===== config.mk =====
export PLATFORM = sky130hd
export DESIGN_NAME = alst4_sw_debounce
export DESIGN_NICKNAME = d
export VERILOG_FILES = /design/src/rtl/alst4_sw_debounce.sv
export SDC_FILE = /design/constraint.sdc
export NUM_CORES = 1
export LEC_CHECK = 0
export ABC_AREA = 1
export CORE_MARGIN = 1
export CORE_UTILIZATION = 33
export CTS_CLUSTER_DIAMETER = 80
export DETAILED_ROUTE_END_ITERATION = 10
export GPL_TIMING_DRIVEN = 0
export PLACE_DENSITY = 0.45
export SLEW_MARGIN = 10
export SYNTH_ARGS = -nofsm -noshare
export SYNTH_HDL_FRONTEND = slang
export SYNTH_SLANG_ARGS = --single-unit
export TNS_END_PERCENT = 20

===== constraint.sdc =====
create_clock -name sys0_clk -period 2.8 [get_ports sys0_clk]
set_clock_uncertainty 0.15 [all_clocks]
set_input_delay 0.28 -clock sys0_clk [delete_from_list [all_inputs] [get_ports sys0_clk]]
set_output_delay 0.28 -clock sys0_clk [all_outputs]
set_load 0.005 [all_outputs]

===== src/rtl/alst4_sw_debounce.sv =====
// Purpose : debounces SW_W raw dip-switch pins with a 2-flop synchronizer and a per-bit stable-level qualifier.
// Latency : a clean level change reaches usr_sw_o DEB_CYCLES+1 edges after the edge that captures it into s1.
// Backpr. : none; this is a free-running sampler with no flow control.
//
// Ports:
//   sys0_clk     - single clock, all state on its rising edge
//   sys0_rstn    - asynchronous active-low reset
//   usr_sw_i     - raw, asynchronous, bouncing switch levels
//   usr_sw_o     - debounced switch levels
//   sw_chg       - one-cycle strobe, first cycle a new usr_sw_o value is visible
//   sw_chg_mask  - which usr_sw_o bits changed in the sw_chg cycle
//   sw_evt_cnt   - number of sw_chg strobes since reset (wraps)
//   sw_stable    - high when no bit has a qualification in progress
module alst4_sw_debounce #(
  parameter int              SW_W       = 8,
  parameter int              DEB_CYCLES = 200000,
  parameter logic [SW_W-1:0] RST_VAL    = '0
) (
  input  logic            sys0_clk,
  input  logic            sys0_rstn,
  input  logic [SW_W-1:0] usr_sw_i,
  output logic [SW_W-1:0] usr_sw_o,
  output logic            sw_chg,
  output logic [SW_W-1:0] sw_chg_mask,
  output logic [15:0]     sw_evt_cnt,
  output logic            sw_stable
);

  // Counter wide enough to hold DEB_CYCLES, never narrower than one bit.
  localparam int              CNT_W    = (DEB_CYCLES < 2) ? 1 : $clog2(DEB_CYCLES + 1);
  localparam logic [CNT_W-1:0] CNT_LAST = CNT_W'(DEB_CYCLES - 1);

  logic [SW_W-1:0]  sync1_q;
  logic [SW_W-1:0]  sync2_q;
  logic [SW_W-1:0]  sw_q,     sw_d;
  logic [CNT_W-1:0] cnt_q [SW_W];
  logic [CNT_W-1:0] cnt_d [SW_W];
  logic [SW_W-1:0]  upd;
  logic             chg_q;
  logic [SW_W-1:0]  mask_q;
  logic [15:0]      evt_q,    evt_d;
  logic             stable_q, stable_d;
  logic             cnt_idle;

  // Per-bit qualifier. Only the synchronized level is ever compared; any
  // return to the output level wipes the count so no partial credit survives.
  always_comb begin
    upd      = '0;
    cnt_idle = 1'b1;
    for (int b = 0; b < SW_W; b++) begin
      cnt_d[b] = '0;
      if (cnt_q[b] != '0) begin
        cnt_idle = 1'b0;
      end
      if (sync2_q[b] != sw_q[b]) begin
        if (cnt_q[b] == CNT_LAST) begin
          upd[b] = 1'b1;
        end else begin
          cnt_d[b] = cnt_q[b] + 1'b1;
        end
      end
    end
    sw_d     = (sw_q & ~upd) | (sync2_q & upd);
    evt_d    = (|upd) ? evt_q + 16'd1 : evt_q;
    // Reflects the state present at this edge, not the state after it.
    stable_d = cnt_idle && (sync2_q == sw_q);
  end

  always_ff @(posedge sys0_clk or negedge sys0_rstn) begin
    if (!sys0_rstn) begin
      sync1_q  <= RST_VAL;
      sync2_q  <= RST_VAL;
      sw_q     <= RST_VAL;
      chg_q    <= 1'b0;
      mask_q   <= '0;
      evt_q    <= '0;
      stable_q <= 1'b0;
      for (int b = 0; b < SW_W; b++) begin
        cnt_q[b] <= '0;
      end
    end else begin
      sync1_q  <= usr_sw_i;
      sync2_q  <= sync1_q;
      sw_q     <= sw_d;
      chg_q    <= |upd;
      mask_q   <= upd;
      evt_q    <= evt_d;
      stable_q <= stable_d;
      for (int b = 0; b < SW_W; b++) begin
        cnt_q[b] <= cnt_d[b];
      end
    end
  end

  assign usr_sw_o    = sw_q;
  assign sw_chg      = chg_q;
  assign sw_chg_mask = mask_q;
  assign sw_evt_cnt  = evt_q;
  assign sw_stable   = stable_q;

endmodule


==> impl_metrics.tcl <==
set metrics [dict create \
    synth.avg_cell_area_um2 7.73 \
    r2r-start "cnt_q[72]$_DFF_PN0_" \
    nNetsFinal 1438 \
    ioPinCount 44 \
    max_slew.worst_pin.slew_ns 0.581 \
    cpLargestDelayFamily "simple AND/OR/NAND/NOR gates" \
    vias 8672 \
    period_share_pct 76.9 \
    final_cell_mix "278 x nand2_1, 226 x nor2_1, 194 x dfrtp_1" \
    syn_nets 1373 \
    gp_congestion 0.854 \
    fillers 3182 \
    yosysSeqAreaShare_pct 46.6 \
    power_density_nw_per_um2 476 \
    worst_ir_drop_vdd_mv 0.460 \
    die_w_um 180 \
    cp.required_ns 2.99 \
    yosysWarnings 0 \
    portBuffers 43 \
    worst_path_most_repeated_cell "nand2_1" \
    postSynthCellCount 1346 \
    htree_num_levels 4 \
    post_drt_wl_per_cell_um 13.9 \
    drt-total-wl_mm 25.3 \
    cts-root-buf "clkbuf_16" \
    num_antenna_cells 0 \
    ys_types 34 \
    critPathSlowestCell "dfrtp_1" \
    violations "design-rule violations" \
    synth-seq-cells 194 \
    worst_setup_path_end_kind "register" \
    grt_antenna_before_repair 0 \
    post_cts_buffers 0 \
    grt_pass1_wl_mm 43.3 \
    max_slew_margin_pct 61.3 \
    clock_sinks 194 \
    path_class "register to register" \
    dp.final_hpwl_mm 19.0 \
    drive_gt1_share_pct 6.11 \
    path_max_fanout 10 \
    dpl_worst_slack_ns 0.659 \
    vias_per_cell 4.76 \
    rsz0062_at_grt "no" \
    start_util_pct 33.8 \
    die_h_um 180 \
    setup-tns-final_ns 0 \
    tritoncts "done" \
    fmax_ghz 0.465 \
    hp-class "input port to register" \
    area_growth_pct 15.4 \
    first_iter_violations 523 \
    status "finished with violations" \
    power.leakage_nw 5.75 \
    rows 64 \
    grt-ovfl-total 0 \
    finalCriticalPeriod_ns 2.15 \
    slowest_delay_ns 0.43 \
    clk_latency_ns 0.45 \
    core-area_um2 30800 \
    grt_pass1_vias 8529 \
    worstPathArrival_ns 2.34 \
    start_kind "register" \
    grt_usage_pct 16.6 \
    worstSetupStartpoint "cnt_q[72]$_DFF_PN0_" \
    grt_max_degree 93 \
    syn-cell-area_um2 10400 \
    cts.repair.resized 0 \
    yosys.area_share.simple_pct 34.0 \
    muxShareOfSynthArea_pct 0 \
    area.sequential_um2 4850 \
    synth_top_family_by_area "simple AND/OR/NAND/NOR gates" \
    final_common_cell "nand2_1" \
    setup_slack_ns 0.647 \
    numCtsBuffers 17 \
    path_cells "ha_1 -> nand3_1 -> nor2_1 -> nand4_1 -> nand2_1 -> nor2_4 -> nand2_4 -> buf_6 -> nand2_1 -> nand2_1" \
    drv_cap 0 \
    first_pass_iters 8 \
    clk_path_buf_depth 2 \
    hp-start "usr_sw_i[7]" \
    cts.reportedPaths.clkPinSlew_ns 0.08 \
    postCtsHoldBufs 1 \
    setup_viol 0 \
    crit_buf_inv 1 \
    drc 3 \
    synth_compound_area_share_pct 5.55 \
    dieArea_um2 32300 \
    total_power_w 0.00572 \
    drv_slew 0 \
    multi_input_area_um2 4790 \
    hold_viol_final 0 \
    synthAdderAreaFrac_pct 2.04 \
    ant_nets 0 \
    synth_xor_area_share_pct 4.44 \
]
synthesized netlist by cell type, drive strengths merged:
master | n | share of area [%]
a211oi | 1 | 0.072
xor2 | 33 | 2.9
o211a | 2 | 0.19
inv | 187 | 6.7
nand3 | 100 | 5.1
o21a | 6 | 0.43
a31oi | 4 | 0.24
dfrtp | 194 | 47
or2 | 1 | 0.060
nand2 | 288 | 11
xnor2 | 18 | 1.5
a21oi | 57 | 2.7
nor3 | 69 | 3.9
and3 | 4 | 0.24
nand4 | 65 | 4.0
nor3b | 3 | 0.22
o21ai | 39 | 1.9
ha | 17 | 2.0
nor2 | 240 | 9.2
nor4 | 9 | 0.54
buf | 9 | 0.56
final cells by class:
cell class                      count  share of cell area (%)
Sequential cell                   194                    40.4
Multi-Input combinational cell    956                    39.9
Inverter                          187                    5.85
Timing Repair Buffer               46                    4.17
Tap cell                          396                    4.13
Clock buffer                       20                    3.80
Clock inverter                     12                    1.22
Buffer                              9                   0.490
metrics by stage:
| stage | area, um^2 | cells | hold slack, ns | utilization [%] |
|---|---|---|---|---|
| 2_1_floorplan | 10400 | 1346 | -0.166 | - |
| 3_3_place_gp | 11300 | 1785 | 0.184 | 36.8 |
| 3_5_place_dp | 11400 | 1787 | 0.0189 | 37.0 |
| 4_1_cts | 12000 | 1820 | 0.0875 | 38.9 |
| 5_1_grt | 12000 | 1820 | 0.0913 | 38.9 |
| 6_report | 12000 | 1820 | 0.113 | 38.9 |
power breakdown:
group          switching [W]  internal, W
combinational       0.000189    0.0000909
sequential         0.0000388      0.00284
clock                0.00117      0.00139
total                0.00140      0.00432
cell families after synthesis:
kind of cell / count (synthesis)
adders and majority gates: 17
and+or+nand+nor: 779
DFF: 194
AOI/OAI and AO/OA: 109
xor gates and xnor gates: 51
buffers and inverters: 196
layer usage:
layer / part of all wire, % / track usage [%] / up-vias / wire, um
li1: - / - / 4488 / -
met1: 51 / 23.1 / 4070 / 12900
met2: 45 / 26.4 / 91 / 11500
met3: 2.3 / 3.14 / 23 / 590
met4: 1.3 / 4.38 / 0 / 325
met5: 0 / 0 / - / 0
path summary, 6_finish.rpt:
check,end,cells past startpoint,slack (ns)
min,sync1_q[7]$_DFF_PN0_,1,0.11
max reg2reg,sw_evt_cnt[13]$_DFFE_PN0P_,10,0.65
min reg2reg,sync2_q[2]$_DFF_PN0_,0,0.20
max,sw_evt_cnt[13]$_DFFE_PN0P_,10,0.65
max in group asynchronous,cnt_q[77]$_DFF_PN0_,4,1.31
min in group asynchronous,cnt_q[119]$_DFF_PN0_,2,0.13
state kept, by name (all words and copies together), names as in the netlist, named ones only:
name         cells
sw_chg           1
sync2_q          8
cnt_q          144
sync1_q          8
sw_stable        1
sw_evt_cnt      16
sw_chg_mask      8
Note: power is estimated with default switching activity, not from simulation.
